[config.mk]
export PLATFORM = sky130hd
export DESIGN_NAME = instruction_fetch_flat
export DESIGN_NICKNAME = d
export VERILOG_FILES = /design/src/rtl/instruction_fetch_if.sv /design/src/rtl/instruction_fetch.sv /design/src/flat_wrapper.sv
export SDC_FILE = /design/constraint.sdc
export NUM_CORES = 1
export LEC_CHECK = 0
export ABC_CLOCK_PERIOD_IN_PS = 4950
export CAP_MARGIN = 10
export CORE_ASPECT_RATIO = 0.75
export CORE_MARGIN = 2
export CORE_UTILIZATION = 35
export DETAILED_ROUTE_END_ITERATION = 12
export HOLD_SLACK_MARGIN = 0.08
export PLACE_DENSITY = 0.68
export SYNTH_ARGS = -nofsm -noshare
export SYNTH_HDL_FRONTEND = slang
export SYNTH_SLANG_ARGS = --single-unit
[constraint.sdc]
create_clock -name clk -period 4.95 [get_ports clk]
set_clock_uncertainty 0.2 [all_clocks]
set_input_delay 1.485 -clock clk [delete_from_list [all_inputs] [get_ports clk]]
set_output_delay 1.485 -clock clk [all_outputs]
set_load 0.05 [all_outputs]
[src/rtl/instruction_fetch_if.sv]
// Instruction fetch bus interface.
// Bundles the instruction-memory request/response handshake and the
// fetched-instruction handoff toward decode.
//   master : fetch unit (drives imemReq/imemAddr and instrValid/instruction/pcOut)
//   slave  : environment (memory + decode; drives imemReady/imemValid/imemData/decodeReady)
interface instruction_fetch_if;
  logic        imemReq;
  logic [31:0] imemAddr;
  logic        imemReady;
  logic        imemValid;
  logic [31:0] imemData;
  logic        instrValid;
  logic [31:0] instruction;
  logic [31:0] pcOut;
  logic        decodeReady;

  modport master (
    output imemReq, imemAddr, instrValid, instruction, pcOut,
    input  imemReady, imemValid, imemData, decodeReady
  );

  modport slave (
    input  imemReq, imemAddr, instrValid, instruction, pcOut,
    output imemReady, imemValid, imemData, decodeReady
  );
endinterface

[src/rtl/instruction_fetch.sv]
// Instruction fetch unit: issues one word-aligned fetch at a time to
// instruction memory, holds the returned word for decode until consumed,
// and supports a one-cycle redirect that discards in-flight or held work.
// Ports:
//   clk, rst_n  : clock, asynchronous active-low reset
//   bus         : instruction_fetch_if.master (memory handshake + decode handoff)
//   redirect    : one-cycle pulse, restart fetching at redirectPc
//   redirectPc  : redirect target (low two bits forced to zero)
// All outputs are registered; no input reaches an output combinationally.
module instruction_fetch #(
  parameter logic [31:0] RESET_PC = 32'h0000_0000
) (
  input  logic                       clk,
  input  logic                       rst_n,
  instruction_fetch_if.master        bus,
  input  logic                       redirect,
  input  logic [31:0]                redirectPc
);

  typedef enum logic [1:0] {IDLE, REQ, WAIT, HOLD} state_t;

  localparam logic [31:0] NOP = 32'h0000_0013;

  state_t      state;
  logic [31:0] pc;
  logic        imem_req;
  logic [31:0] imem_addr;
  logic        instr_valid;
  logic [31:0] instruction;
  logic [31:0] pc_out;
  logic        discard;
  logic [31:0] target;

  assign target = redirectPc & 32'hFFFF_FFFC;

  assign bus.imemReq     = imem_req;
  assign bus.imemAddr    = imem_addr;
  assign bus.instrValid  = instr_valid;
  assign bus.instruction = instruction;
  assign bus.pcOut       = pc_out;

  always_ff @(posedge clk or negedge rst_n) begin
    if (!rst_n) begin
      state       <= IDLE;
      pc          <= RESET_PC;
      imem_req    <= 1'b0;
      imem_addr   <= RESET_PC;
      instr_valid <= 1'b0;
      instruction <= NOP;
      pc_out      <= RESET_PC;
      discard     <= 1'b0;
    end else begin
      case (state)
        IDLE: begin
          state    <= REQ;
          imem_req <= 1'b1;
          if (redirect) begin
            pc        <= target;
            imem_addr <= target;
          end else begin
            imem_addr <= pc;
          end
        end

        REQ: begin
          if (bus.imemReady) begin
            // Accepted: if a redirect lands in the same cycle the response
            // still has to be absorbed, so mark it for dropping.
            state    <= WAIT;
            imem_req <= 1'b0;
            discard  <= redirect;
            if (redirect) pc <= target;
          end else if (redirect) begin
            pc        <= target;
            imem_addr <= target;
          end
        end

        WAIT: begin
          if (redirect && bus.imemValid) begin
            // Response and redirect coincide: drop the data, refetch now.
            state     <= REQ;
            imem_req  <= 1'b1;
            imem_addr <= target;
            pc        <= target;
            discard   <= 1'b0;
          end else if (redirect) begin
            pc      <= target;
            discard <= 1'b1;
          end else if (bus.imemValid) begin
            if (discard) begin
              state     <= REQ;
              imem_req  <= 1'b1;
              imem_addr <= pc;
              discard   <= 1'b0;
            end else begin
              state       <= HOLD;
              instruction <= bus.imemData;
              pc_out      <= pc;
              instr_valid <= 1'b1;
              pc          <= pc + 32'd4;
            end
          end
        end

        HOLD: begin
          if (redirect) begin
            state       <= REQ;
            instr_valid <= 1'b0;
            pc          <= target;
            imem_req    <= 1'b1;
            imem_addr   <= target;
          end else if (bus.decodeReady) begin
            state       <= REQ;
            instr_valid <= 1'b0;
            imem_req    <= 1'b1;
            imem_addr   <= pc;
          end
        end

        default: state <= IDLE;
      endcase
    end
  end

endmodule

[src/flat_wrapper.sv]
// flat-port wrapper written by rule: the top's interface ports become plain ports
module instruction_fetch_flat 
#(
  parameter logic [31:0] RESET_PC = 32'h0000_0000
)
  (clk, rst_n, redirect, redirectPc, bus_imemReq, bus_imemAddr, bus_instrValid, bus_instruction, bus_pcOut, bus_imemReady, bus_imemValid, bus_imemData, bus_decodeReady);
  instruction_fetch_if bus_i ();
  input  logic clk;
  input  logic rst_n;
  input  logic redirect;
  input  logic [31:0] redirectPc;
  output wire logic [$bits(bus_i.imemReq)-1:0] bus_imemReq;
  output wire logic [$bits(bus_i.imemAddr)-1:0] bus_imemAddr;
  output wire logic [$bits(bus_i.instrValid)-1:0] bus_instrValid;
  output wire logic [$bits(bus_i.instruction)-1:0] bus_instruction;
  output wire logic [$bits(bus_i.pcOut)-1:0] bus_pcOut;
  input wire logic [$bits(bus_i.imemReady)-1:0] bus_imemReady;
  input wire logic [$bits(bus_i.imemValid)-1:0] bus_imemValid;
  input wire logic [$bits(bus_i.imemData)-1:0] bus_imemData;
  input wire logic [$bits(bus_i.decodeReady)-1:0] bus_decodeReady;
  assign bus_imemReq = bus_i.imemReq;
  assign bus_imemAddr = bus_i.imemAddr;
  assign bus_instrValid = bus_i.instrValid;
  assign bus_instruction = bus_i.instruction;
  assign bus_pcOut = bus_i.pcOut;
  assign bus_i.imemReady = bus_imemReady;
  assign bus_i.imemValid = bus_imemValid;
  assign bus_i.imemData = bus_imemData;
  assign bus_i.decodeReady = bus_decodeReady;
  instruction_fetch #(.RESET_PC(RESET_PC)) u_core (.clk(clk), .rst_n(rst_n), .bus(bus_i), .redirect(redirect), .redirectPc(redirectPc));
endmodule
Word level (Yosys, flattened, before mapping). Cells that the tools add are included.

Eq/ne operators: 16. Reductions and logical operators: 12. Mux-type cells: 43. Bitwise gates (word level): 3. $add $sub $neg: 1.

Operators with widths (count): $mux 32 (13); $pmux 32 s4 (1); $pmux 32 s2 (1); $add 32x3->32 const B (1); $mux 1 (17); $mux 2 (7); $ne 2x2->1 const B (7); $reduce_and 6->1 (2); $reduce_and 5->1 (2); $pmux 2 s4 (1); $ne 3x2->1 const B (2); $eq 2x2->1 const B (2); $ne 4x3->1 const B (1); $ne 4x4->1 const B (1); $pmux 1 s2 (2); $pmux 1 s4 (1); $reduce_and 4->1 (1); $reduce_bool 2->1 (2); $ne 3x1->1 const B (1); $ne 3x3->1 const B (1); $not 1->1 (3); $reduce_and 3->1 (1); $reduce_or 3->1 (1); $eq 2x1->1 const B (1); 3 further kinds (3).

Logic and storage cells: 83. Register bits after elaboration: 133. Bits of input ports: 70.

Longest topological paths before layout. Gate-level depths: netlist (run 1).

Depth in word-level cells: 6. Gate-level depth with buffers: 9. Depth with buffers taken out: 7.

Worst setup path before layout (run 1). Ideal clock, no wire load.

Kind: input port to flip-flop. From: input redirect. To: register u_core.pc[17]. Setup time: 0.069 ns. Stages on the path: 6. Arrival time: 2.788 ns. Setup slack: 1.894 ns. Cell sequence: buf_6 > nand4b_4 > nor3_4 > or3b_1 > or3_1 > nand3_1.

Word-level cells in the longest chain between the ends: 3. Elaborated cells on any way between the ends: 8. Classes of those cells: eq/ne: 2; mux: 4; reduce/logical: 2.

RTL lines: start: declaration (line flat_wrapper.sv:10) `input logic redirect;`; $mux 32 or $logic_and 1x1->1 (tied branches) (line instruction_fetch.sv:87, instruction_fetch.sv:80); $mux 32 (tied with other cells) (line instruction_fetch.sv:80) `if (redirect && bus.imemValid) begin`; $pmux 32 s2 or $reduce_and 2->1 (tied branches); end signal: assignment (line instruction_fetch.sv:58) `pc <= target;`; end signal: assignment (line instruction_fetch.sv:85) `pc <= target;`; end signal: assignment (line instruction_fetch.sv:88) `pc <= target;`; end: declaration (line instruction_fetch.sv:25) `logic [31:0] pc;`.

Several ways; a longest one is shown, not always the timed one. A chain may end at the register's enable or synchronous reset.

Final worst setup path (run 1).
From: input bus_imemValid. To: register u_core.imem_addr[12], in the netlist u_core.bus.imemAddr[12].

Word-level cells in the longest chain between the ends: 3. Elaborated cells on any way between the ends: 7. Classes of those cells: eq/ne: 3; mux: 2; reduce/logical: 2.

RTL lines: start: declaration (line flat_wrapper.sv:18) `input wire logic [$bits(bus_i.imemValid)-1:0] bus_imemValid;`; $logic_and 1x1->1 (line instruction_fetch.sv:80); $ne 3x1->1 (no line) (tied with other cells); $reduce_and 6->1 (no line) or $pmux 32 s4 (tied branches); end signal: assignment (line instruction_fetch.sv:75) `imem_addr <= target;`; end signal: assignment (line instruction_fetch.sv:84) `imem_addr <= target;`; end signal: assignment (line instruction_fetch.sv:94) `imem_addr <= pc;`; end: declaration (line instruction_fetch.sv:27) `logic [31:0] imem_addr;`.

Several ways; a longest one is shown, not always the timed one.

==> impl_metrics.xml, run 1 <==
<?xml version="1.0" encoding="UTF-8"?>
<metrics>
  <group name="status">
    <metric name="run_status" unit="">complete, no violations</metric>
  </group>
  <group name="place">
    <metric name="routabilityCongestion" unit="">0.9078</metric>
    <metric name="dp.final_hpwl" unit="µm">14400</metric>
    <metric name="portBuffers" unit="">165</metric>
  </group>
  <group name="synth">
    <metric name="synthesized_area_per_cell" unit="µm²">10.78</metric>
    <metric name="synth-seq-cells" unit="">133</metric>
    <metric name="synth-edff-count" unit="">0</metric>
    <metric name="synth-warning-count" unit="">0</metric>
    <metric name="post_synth_num_cell_types" unit="">63</metric>
    <metric name="yosysSeqAreaShare" unit="%">46.84</metric>
    <metric name="ys_async_sr_fraction" unit="%">100.0</metric>
    <metric name="synth-main-ff-cell" unit="">dfrtp_1</metric>
    <metric name="synthesis.instances" unit="">660</metric>
    <metric name="synth.net_count" unit="">735</metric>
    <metric name="syn-cell-area" unit="µm²">7113</metric>
  </group>
  <group name="global_route">
    <metric name="largest_net_degree_at_the_start_of_global_routing" unit="">87</metric>
    <metric name="global_route.usage.total" unit="%">20.09</metric>
    <metric name="antenna_found_initial" unit="">1</metric>
    <metric name="grtUsageMet2" unit="%">28.59</metric>
    <metric name="grt_pass1_vias" unit="">5824</metric>
    <metric name="globalRouteMet3Util" unit="%">8.364</metric>
    <metric name="grt.met1_usage" unit="%">28.49</metric>
    <metric name="globalRoute.totalOverflow" unit="">0</metric>
    <metric name="grt_pass1_wl" unit="µm">33580</metric>
    <metric name="busiest_layer" unit="">met2</metric>
  </group>
  <group name="route">
    <metric name="drt_iter0_drc" unit="">502</metric>
    <metric name="drt_pass1_iterations" unit="">5</metric>
    <metric name="drtAntennaViolNets" unit="">0</metric>
    <metric name="num_vias" unit="">5977</metric>
    <metric name="vias_per_cell" unit="">5.545</metric>
    <metric name="wl_per_cell" unit="µm">19.52</metric>
    <metric name="detail_route.wirelength" unit="µm">21050</metric>
    <metric name="post-route-drc-count" unit="">0</metric>
  </group>
  <group name="sta">
    <metric name="finalSetupViolations" unit="">0</metric>
    <metric name="hold_violations" unit="">0</metric>
    <metric name="final-max-slew-violation-count" unit="">0</metric>
    <metric name="min_period" unit="ps">3672</metric>
    <metric name="worst_slew_pin_slew" unit="ps">1127</metric>
    <metric name="tns" unit="ps">0</metric>
    <metric name="timing.max_slew.rel_slack" unit="%">24.88</metric>
    <metric name="achievable-frequency" unit="MHz">272.4</metric>
    <metric name="final_min_period_over_clock_period" unit="%">74.18</metric>
    <metric name="setup_repair_after_global_routing_missed_its_margin" unit="">false</metric>
  </group>
  <group name="die">
    <metric name="core_area" unit="µm²">20100</metric>
    <metric name="die_height" unit="µm">127.5</metric>
    <metric name="num_io_pins" unit="">168</metric>
    <metric name="die_w" unit="µm">168.6</metric>
    <metric name="die_area" unit="µm²">21490</metric>
    <metric name="initial_utilization" unit="%">35.39</metric>
    <metric name="rows" unit="">45</metric>
  </group>
  <group name="worst_setup_path">
    <metric name="critPathArrivalTime" unit="ps">3780</metric>
    <metric name="worst_r2r_endpoint" unit="">u_core.bus.imemAddr[14]</metric>
    <metric name="bufs_and_invs_on_worst_path" unit="">2</metric>
    <metric name="timing.setup.critical_path_class" unit="">input port to flip-flop</metric>
    <metric name="critPathLaunchType" unit="">input port</metric>
    <metric name="rrSetupSlack" unit="ps">2000</metric>
    <metric name="crit_slowest_cell" unit="">clkdlybuf4s50_1</metric>
    <metric name="number_of_gates_on_the_worst_path_with_buffers_counted" unit="">7</metric>
    <metric name="cp_cell_sequence" unit="">clkdlybuf4s50_1 -&gt; and2_1 -&gt; buf_4 -&gt; mux2_2 -&gt; a221oi_1 -&gt; a21oi_1 -&gt; mux2_2</metric>
    <metric name="setup.worst_path.start" unit="">bus_imemValid</metric>
    <metric name="r2r_start" unit="">u_core.state[1]</metric>
    <metric name="setup.worst_path.end" unit="">u_core.bus.imemAddr[12]</metric>
    <metric name="critPathMostFrequentCell" unit="">mux2_2</metric>
    <metric name="rr_worst_depth" unit="">8</metric>
    <metric name="worst_path_dominant_cell_family" unit="">buffers and inverters</metric>
    <metric name="worst-endpoint-required" unit="ps">5060</metric>
    <metric name="cp_max_fo" unit="">13</metric>
    <metric name="worst_path_largest_cell_delay" unit="ps">470</metric>
    <metric name="critical_path.endpoint_type" unit="">flip-flop</metric>
  </group>
  <group name="clock_network">
    <metric name="cts.htree.levels" unit="">4</metric>
    <metric name="clock_insertion_delay_worst_skew" unit="ps">420</metric>
    <metric name="tritoncts_num_sinks" unit="">133</metric>
    <metric name="cts_resized" unit="">0</metric>
    <metric name="postCtsSetupBuffers" unit="">0</metric>
    <metric name="cts.clk_slew.worst_paths" unit="ps">60</metric>
    <metric name="clock-root-buffer" unit="">clkbuf_16</metric>
    <metric name="ctsHoldBuffers" unit="">0</metric>
    <metric name="tritoncts.num_buffers" unit="">17</metric>
    <metric name="cts_max_path_buffers" unit="">2</metric>
    <metric name="tritoncts" unit="">built</metric>
  </group>
  <group name="flow_run">
    <metric name="drv_cap" unit="">0</metric>
  </group>
  <group name="finish">
    <metric name="fillers" unit="">1824</metric>
    <metric name="finalNetCount" unit="">882</metric>
    <metric name="area_growth_syn_to_layout" unit="%">35.20</metric>
    <metric name="postLayoutCoreUtil" unit="%">47.84</metric>
    <metric name="antenna_cells" unit="">0</metric>
    <metric name="post_route_cells_drive_above_1_share" unit="%">21.34</metric>
  </group>
  <group name="pwr">
    <metric name="power_density" unit="nW/µm²">703.2</metric>
    <metric name="leakage" unit="nW">3.985</metric>
    <metric name="total_power" unit="W">0.006762</metric>
    <metric name="ir_worst_vdd" unit="mV">0.3764</metric>
  </group>
  <group name="hold_path">
    <metric name="hold_depth" unit="">1</metric>
    <metric name="holdCritPathClass" unit="">flip-flop to flip-flop</metric>
  </group>
</metrics>
## worst register-to-register path, delay by kind of cell, from the launching register on
family / cells / cell delay (ps)
buf+inv: 3 / 620
mux: 1 / 210
flops: 1 / 420
fa+ha+maj: 1 / 830
compound gates: 3 / 590
## where the power goes
| part | internal, W | switching (W) |
|---|---|---|
| Clock | 0.000857 | 0.000534 |
| Sequential | 0.00151 | 0.000293 |
| Combinational | 0.00134 | 0.00223 |
| Total | 0.00371 | 0.00306 |
## cells by family after synthesis
kind of cell | share of synthesized area (%)
flops | 46.84
xor+xnor | 1.108
fa+ha+maj | 0.8795
compound gates | 15.25
mux | 20.02
buf+inv | 4.415
simple gates | 11.49
## metal layers
metal  routed length (µm)  up-vias
li1                     -     2764
met1                 9540     2922
met2                 8839      271
met3                 2470       20
met4                  196        0
met5                    0        -
## synth_stat cells (5+ instances only)
| master | n | area share, % |
|---|---|---|
| o22ai_1 | 5 | 0.44 |
| ha_1 | 5 | 0.88 |
| clkbuf_1 | 17 | 0.90 |
| mux2_2 | 105 | 17 |
| and3_1 | 8 | 0.70 |
| dfrtp_1 | 130 | 46 |
| mux2i_1 | 14 | 2.0 |
| xnor2_1 | 7 | 0.86 |
| buf_2 | 28 | 2.0 |
| a31oi_1 | 19 | 1.7 |
| inv_1 | 18 | 0.95 |
| nand4_1 | 10 | 0.88 |
| nor2b_1 | 5 | 0.44 |
| mux2_1 | 9 | 1.4 |
| o211ai_1 | 6 | 0.63 |
| nand3_1 | 21 | 1.5 |
| nor2_1 | 25 | 1.3 |
| nand2_1 | 48 | 2.5 |
| a21oi_1 | 31 | 2.2 |
| a22oi_1 | 11 | 1.2 |
| o21ai_0 | 43 | 3.0 |
| a221oi_1 | 24 | 3.0 |
## worst min path at each step
stage	from	to
after detailed placement	u_core.bus.imemAddr[16]	u_core.bus.imemAddr[16]
after global routing	u_core.bus.imemAddr[18]	u_core.bus.imemAddr[18]
after floorplan	u_core.pc[0]	u_core.bus.imemAddr[0]
after CTS	u_core.bus.imemAddr[16]	u_core.bus.imemAddr[16]
final	u_core.bus.instruction[6]	u_core.bus.instruction[6]
after global placement	u_core.bus.imemAddr[19]	u_core.bus.imemAddr[19]
## cell type report
cell class | count | area [µm²] | area share [%]
clock inverters | 15 | 212.7 | 2.212
multi-input cells | 458 | 3482 | 36.21
well taps | 258 | 322.8 | 3.357
repair buffers | 178 | 1770 | 18.41
inverters | 19 | 71.32 | 0.7416
flip-flops and latches | 133 | 3332 | 34.65
clock buffers | 17 | 425.4 | 4.424
## cell usage in the layout (no fill, tap or decap), drive strengths merged, types with 6 or more instances in the layout
| cell | instances |
|---|---|
| clkdlybuf4s50 | 163 |
| dfrtp | 130 |
| mux2 | 114 |
| nand2 | 49 |
| o21ai | 45 |
| a21oi | 32 |
| inv | 27 |
| nor2 | 25 |
| a221oi | 24 |
| nand3 | 21 |
| a31oi | 19 |
| clkbuf | 17 |
| buf | 15 |
| mux2i | 14 |
| a22oi | 11 |
| nand4 | 11 |
| and3 | 8 |
| nor3 | 8 |
| xnor2 | 7 |
| o211ai | 6 |
## state kept, by name, indices dropped and copies added, names as in the netlist
register	cells
u_core.bus.imemReq	1
u_core.state	2
u_core.pc	32
u_core.bus.instruction	32
u_core.discard	1
u_core.bus.imemAddr	32
u_core.bus.instrValid	1
u_core.bus.pcOut	32
## through the flow
stage | setup slack, ps | instance area [µm²] | hold slack [ps] | instances
6_report | 1278 | 9617 | 287.7 | 1078
5_1_grt | 1235 | 9617 | 303.5 | 1078
4_1_cts | 1341 | 9617 | 289.6 | 1078
3_5_place_dp | 901.3 | 8979 | 276.7 | 1046
3_3_place_gp | 928.3 | 8979 | 266.6 | 1046
2_1_floorplan | 1894 | 7113 | 276.5 | 660
No activity file was read; power rests on OpenSTA's default activity.
==> inputs of run 2 (changes only) <==
Settings changed: ABC_CLOCK_PERIOD_IN_PS 4950 to 3200, PLACE_DENSITY 0.68 to 0.7.
Clock period 4.95 ns to 3.2 ns, I/O delays scaled along.
==> impl_metrics.xml, run 2 (same netlist as run 1, synthesis figures left out) <==
<?xml version="1.0" encoding="UTF-8"?>
<metrics>
  <group name="worst_setup_path">
    <metric name="timing.setup.critical_path_class" unit="">flip-flop to primary output</metric>
    <metric name="bufs_and_invs_on_worst_path" unit="">1</metric>
    <metric name="worst_path_dominant_cell_family" unit="">buffers and inverters</metric>
    <metric name="crit_slowest_cell" unit="">clkdlybuf4s50_1</metric>
    <metric name="worst_path_largest_cell_delay" unit="ps">800</metric>
    <metric name="worst-endpoint-required" unit="ps">2040</metric>
    <metric name="cp_max_fo" unit="">2</metric>
    <metric name="critPathArrivalTime" unit="ps">1770</metric>
    <metric name="r2r_start" unit="">u_core.state[0]</metric>
    <metric name="setup.worst_path.start" unit="">u_core.bus.instruction[0]</metric>
    <metric name="critPathLaunchType" unit="">flip-flop</metric>
    <metric name="critical_path.endpoint_type" unit="">primary output</metric>
    <metric name="cp_cell_sequence" unit="">clkdlybuf4s50_1</metric>
  </group>
  <group name="route">
    <metric name="drtAntennaViolNets" unit="">0</metric>
    <metric name="num_vias" unit="">6077</metric>
    <metric name="detail_route.wirelength" unit="µm">21060</metric>
    <metric name="met3WireLength" unit="µm">1968</metric>
    <metric name="met1Wirelength" unit="µm">9998</metric>
    <metric name="maxUsedRoutingLayer" unit="">met4</metric>
    <metric name="drt_pass1_iterations" unit="">5</metric>
    <metric name="route.met2.wl" unit="µm">8902</metric>
    <metric name="wl_per_cell" unit="µm">19.13</metric>
    <metric name="vias_per_cell" unit="">5.520</metric>
    <metric name="post-route-drc-count" unit="">0</metric>
    <metric name="drt_iter0_drc" unit="">511</metric>
  </group>
  <group name="sta">
    <metric name="final_min_period_over_clock_period" unit="%">91.44</metric>
    <metric name="timing.max_slew.rel_slack" unit="%">44.23</metric>
    <metric name="final-max-slew-violation-count" unit="">0</metric>
    <metric name="finalSetupViolations" unit="">0</metric>
    <metric name="tns" unit="ps">0</metric>
    <metric name="min_period" unit="ps">2926</metric>
    <metric name="hold_violations" unit="">0</metric>
    <metric name="setup_repair_after_global_routing_missed_its_margin" unit="">false</metric>
    <metric name="achievable-frequency" unit="MHz">341.8</metric>
    <metric name="worst_slew_pin_slew" unit="ps">829.7</metric>
  </group>
  <group name="finish">
    <metric name="finalNetCount" unit="">905</metric>
    <metric name="fillers" unit="">1833</metric>
    <metric name="post_route_cells_drive_above_1_share" unit="%">23.49</metric>
    <metric name="most-common-layout-cells" unit="">163 x clkdlybuf4s50_1, 130 x dfrtp_1, 105 x mux2_2</metric>
    <metric name="area_growth_syn_to_layout" unit="%">37.52</metric>
    <metric name="antenna_cells" unit="">0</metric>
    <metric name="final_common_cell" unit="">clkdlybuf4s50_1</metric>
  </group>
  <group name="die">
    <metric name="die_height" unit="µm">127.5</metric>
    <metric name="rows" unit="">45</metric>
    <metric name="num_io_pins" unit="">168</metric>
    <metric name="die_area" unit="µm²">21490</metric>
    <metric name="core_area" unit="µm²">20100</metric>
    <metric name="die_w" unit="µm">168.6</metric>
    <metric name="initial_utilization" unit="%">35.39</metric>
  </group>
  <group name="global_route">
    <metric name="grt_pass1_vias" unit="">5808</metric>
    <metric name="global_route.usage.total" unit="%">20.10</metric>
    <metric name="globalRoute.totalOverflow" unit="">0</metric>
    <metric name="antenna_found_initial" unit="">0</metric>
    <metric name="largest_net_degree_at_the_start_of_global_routing" unit="">48</metric>
    <metric name="grt_pass1_wl" unit="µm">33300</metric>
  </group>
  <group name="clock_network">
    <metric name="cts_resized" unit="">0</metric>
    <metric name="clock-root-buffer" unit="">clkbuf_16</metric>
    <metric name="tritoncts.num_buffers" unit="">17</metric>
    <metric name="cts.clk_slew.worst_paths" unit="ps">70</metric>
    <metric name="tritoncts" unit="">built</metric>
    <metric name="tritoncts_num_sinks" unit="">133</metric>
    <metric name="ctsHoldBuffers" unit="">0</metric>
    <metric name="cts.htree.levels" unit="">4</metric>
    <metric name="cts_max_path_buffers" unit="">2</metric>
    <metric name="postCtsSetupBuffers" unit="">0</metric>
    <metric name="clock_insertion_delay_worst_skew" unit="ps">440</metric>
  </group>
  <group name="flow_run">
    <metric name="drv_cap" unit="">0</metric>
  </group>
  <group name="place">
    <metric name="dp.final_hpwl" unit="µm">14840</metric>
    <metric name="portBuffers" unit="">165</metric>
    <metric name="routabilityCongestion" unit="">0.9094</metric>
  </group>
  <group name="status">
    <metric name="run_status" unit="">complete, no violations</metric>
  </group>
  <group name="pwr">
    <metric name="leakage" unit="nW">4.080</metric>
    <metric name="power_density" unit="nW/µm²">1058</metric>
    <metric name="ir_worst_vdd" unit="mV">0.5290</metric>
    <metric name="total_power" unit="W">0.01035</metric>
  </group>
  <group name="hold_path">
    <metric name="holdCritPathClass" unit="">input port to asynchronous set/reset pin</metric>
  </group>
</metrics>
-- run 2: cell type report --
cell class | count | area (µm²) | share of cell area, %
clock inverters | 14 | 141.4 | 1.445
flip-flops and latches | 133 | 3332 | 34.06
multi-input cells | 458 | 3482 | 35.60
clock buffers | 18 | 439.2 | 4.490
repair buffers | 201 | 1993 | 20.38
well taps | 258 | 322.8 | 3.300
inverters | 19 | 71.32 | 0.7291
-- run 2: routing by layer --
layer,vias to the layer above,global-route usage (%)
li1,2811,-
met2,255,28.37
met1,2994,29.21
met5,-,0
met3,17,6.660
met4,0,5.730
-- run 2: path summary, 6_finish.rpt --
| kind | endpoint | slack [ps] | cells past startpoint |
|---|---|---|---|
| max in group asynchronous | u_core.bus.instruction[8] | 1880 | 2 |
| setup / recovery | bus_instruction[0] | 270 | 1 |
| hold reg to reg | u_core.bus.instruction[30] | 280 | 1 |
| hold / removal | u_core.bus.imemAddr[3] | 270 | 1 |
| setup reg to reg | u_core.pc[28] | 670 | 7 |
| min in group clk | u_core.bus.instruction[30] | 280 | 1 |
-- run 2: per-stage QoR --
step	setup WS [ps]	util (%)	instance area (µm²)	hold slack (ps)	instances
floorplan	668.8	-	7113	276.5	660
global placement	12.05	45.78	9201	267.8	1069
detailed placement	31.17	45.78	9201	278.7	1069
CTS	248.4	48.66	9782	264.8	1101
global route	231.9	48.66	9782	288.3	1101
finish	274.0	48.66	9782	267.6	1101
-- run 2: report_power, final --
part / leakage, nW / switching (W) / internal [W]
sequential: 1.66 / 0.000464 / 0.00233
combinational: 2.15 / 0.00345 / 0.00217
clock: 0.272 / 0.000830 / 0.00111
total: 4.08 / 0.00474 / 0.00561
==> inputs of run 3 (changes only) <==
Settings changed: REMOVE_ABC_BUFFERS set to 1.
==> impl_metrics.xml, run 3 (same netlist as run 1, synthesis figures left out) <==
<?xml version="1.0" encoding="UTF-8"?>
<metrics>
  <group name="global_route">
    <metric name="largest_net_degree_at_the_start_of_global_routing" unit="">64</metric>
    <metric name="grt_pass1_vias" unit="">5971</metric>
    <metric name="antenna_found_initial" unit="">1</metric>
    <metric name="globalRoute.totalOverflow" unit="">0</metric>
    <metric name="grt_pass1_wl" unit="µm">33580</metric>
    <metric name="global_route.usage.total" unit="%">19.95</metric>
  </group>
  <group name="clock_network">
    <metric name="tritoncts_num_sinks" unit="">133</metric>
    <metric name="cts.htree.levels" unit="">4</metric>
    <metric name="cts_max_path_buffers" unit="">2</metric>
    <metric name="clock-root-buffer" unit="">clkbuf_16</metric>
    <metric name="cts.clk_slew.worst_paths" unit="ps">60</metric>
    <metric name="tritoncts.num_buffers" unit="">17</metric>
    <metric name="cts_resized" unit="">0</metric>
    <metric name="ctsHoldBuffers" unit="">0</metric>
    <metric name="tritoncts" unit="">built</metric>
    <metric name="postCtsSetupBuffers" unit="">0</metric>
    <metric name="clock_insertion_delay_worst_skew" unit="ps">420</metric>
  </group>
  <group name="finish">
    <metric name="postLayoutCoreUtil" unit="%">48.66</metric>
    <metric name="most-common-layout-cells" unit="">163 x clkdlybuf4s50_1, 130 x dfrtp_1, 105 x mux2_2</metric>
    <metric name="fin_area" unit="µm²">9782</metric>
    <metric name="area_growth_syn_to_layout" unit="%">37.52</metric>
    <metric name="post_route_cells_drive_above_1_share" unit="%">22.72</metric>
    <metric name="final_common_cell" unit="">clkdlybuf4s50_1</metric>
    <metric name="finalNetCount" unit="">907</metric>
    <metric name="fillers" unit="">1817</metric>
  </group>
  <group name="sta">
    <metric name="holdWs" unit="ps">136.4</metric>
    <metric name="final-max-slew-violation-count" unit="">0</metric>
    <metric name="timing.max_slew.rel_slack" unit="%">59.00</metric>
    <metric name="hold_violations" unit="">0</metric>
    <metric name="tns" unit="ps">0</metric>
    <metric name="finalSetupViolations" unit="">0</metric>
    <metric name="final_min_period_over_clock_period" unit="%">90.68</metric>
    <metric name="achievable-frequency" unit="MHz">344.6</metric>
    <metric name="setup_repair_after_global_routing_missed_its_margin" unit="">false</metric>
    <metric name="worst_slew_pin_slew" unit="ps">609.9</metric>
    <metric name="min_period" unit="ps">2902</metric>
  </group>
  <group name="die">
    <metric name="die_height" unit="µm">127.5</metric>
    <metric name="die_area" unit="µm²">21490</metric>
    <metric name="num_io_pins" unit="">168</metric>
    <metric name="core_area" unit="µm²">20100</metric>
    <metric name="die_w" unit="µm">168.6</metric>
    <metric name="rows" unit="">45</metric>
    <metric name="initial_utilization" unit="%">35.39</metric>
  </group>
  <group name="worst_setup_path">
    <metric name="crit_slowest_cell" unit="">clkdlybuf4s50_1</metric>
    <metric name="timing.setup.critical_path_class" unit="">flip-flop to primary output</metric>
    <metric name="cp_max_fo" unit="">2</metric>
    <metric name="critPathLaunchType" unit="">flip-flop</metric>
    <metric name="worst-endpoint-required" unit="ps">2040</metric>
    <metric name="critical_path.endpoint_type" unit="">primary output</metric>
    <metric name="cp_cell_sequence" unit="">clkdlybuf4s50_1</metric>
    <metric name="worst_path_largest_cell_delay" unit="ps">800</metric>
    <metric name="critPathArrivalTime" unit="ps">1740</metric>
    <metric name="worst_path_dominant_cell_family" unit="">buffers and inverters</metric>
    <metric name="bufs_and_invs_on_worst_path" unit="">1</metric>
  </group>
  <group name="pwr">
    <metric name="total_power" unit="W">0.01030</metric>
    <metric name="leakage" unit="nW">4.088</metric>
    <metric name="comb_power_share" unit="%">54.3</metric>
    <metric name="power_density" unit="nW/µm²">1053</metric>
    <metric name="power_switching_share" unit="%">44.86</metric>
    <metric name="cell_internal_power" unit="W">0.005681</metric>
    <metric name="clkPwrFrac" unit="%">18.5</metric>
    <metric name="total_switching_power" unit="W">0.004621</metric>
    <metric name="ir_worst_vdd" unit="mV">0.5882</metric>
    <metric name="pwr-share-seq" unit="%">27.2</metric>
  </group>
  <group name="hold_path">
    <metric name="holdCritPathClass" unit="">input port to asynchronous set/reset pin</metric>
  </group>
  <group name="route">
    <metric name="drt_iter0_drc" unit="">545</metric>
    <metric name="num_vias" unit="">6113</metric>
    <metric name="post-route-drc-count" unit="">0</metric>
    <metric name="wl_per_cell" unit="µm">18.98</metric>
    <metric name="vias_per_cell" unit="">5.537</metric>
    <metric name="detail_route.wirelength" unit="µm">20950</metric>
    <metric name="drt_pass1_iterations" unit="">5</metric>
    <metric name="drtAntennaViolNets" unit="">0</metric>
  </group>
  <group name="place">
    <metric name="portBuffers" unit="">165</metric>
    <metric name="routabilityCongestion" unit="">0.8515</metric>
    <metric name="dp.final_hpwl" unit="µm">14510</metric>
    <metric name="area_after_detailed_placement" unit="µm²">9214</metric>
  </group>
  <group name="status">
    <metric name="run_status" unit="">complete, no violations</metric>
  </group>
  <group name="flow_run">
    <metric name="drv_cap" unit="">0</metric>
  </group>
</metrics>
==> run 3: layer usage <==
metal	global-route usage, %	wire, µm	up-vias
met1	29.55	9834	3010
met2	29.17	9002	282
li1	-	-	2802
met3	5.328	1888	19
met5	0	0	-
met4	4.310	229	0
==> run 3: stage by stage <==
stage,setup slack (ps),cells
final,298.3,1104
after detailed placement,-60.60,1071
after global routing,257.5,1103
after floorplan,-1317,610
after CTS,276.3,1103
after global placement,0.7152,1071
==> run 3: path summary, 6_finish.rpt <==
check / cells past startpoint / endpoint / slack [ps] / startpoint
setup / recovery: 1 / bus_instruction[0] / 300 / u_core.bus.instruction[0]
max in group asynchronous: 2 / u_core.bus.instruction[1] / 1960 / rst_n
hold reg to reg: 1 / u_core.bus.instruction[2] / 280 / u_core.bus.instruction[2]
setup reg to reg: 8 / u_core.bus.imemAddr[9] / 520 / u_core.state[0]
hold / removal: 1 / u_core.bus.pcOut[13] / 140 / rst_n
min in group clk: 1 / u_core.bus.instruction[2] / 280 / u_core.bus.instruction[2]
==> run 3: power groups by stage <==
stage / Clock (W) / Combinational [W] / Sequential (W)
2_1_floorplan: 0 / 0.00183 / 0.00457
6_report: 0.00191 / 0.00559 / 0.00280
5_1_grt: 0.00203 / 0.00592 / 0.00290
3_3_place_gp: 0 / 0.00551 / 0.00279
4_1_cts: 0.00194 / 0.00561 / 0.00280
3_5_place_dp: 0 / 0.00558 / 0.00282
==> run 3: final cells by class <==
class	count	area (µm²)	area share (%)
repair buffers	203	2008	20.53
multi-input cells	458	3480	35.57
flip-flops and latches	133	3332	34.06
clock buffers	29	520.5	5.321
clock inverters	3	45.04	0.4605
diodes	1	2.502	0.02558
well taps	258	322.8	3.300
inverters	19	71.32	0.7291
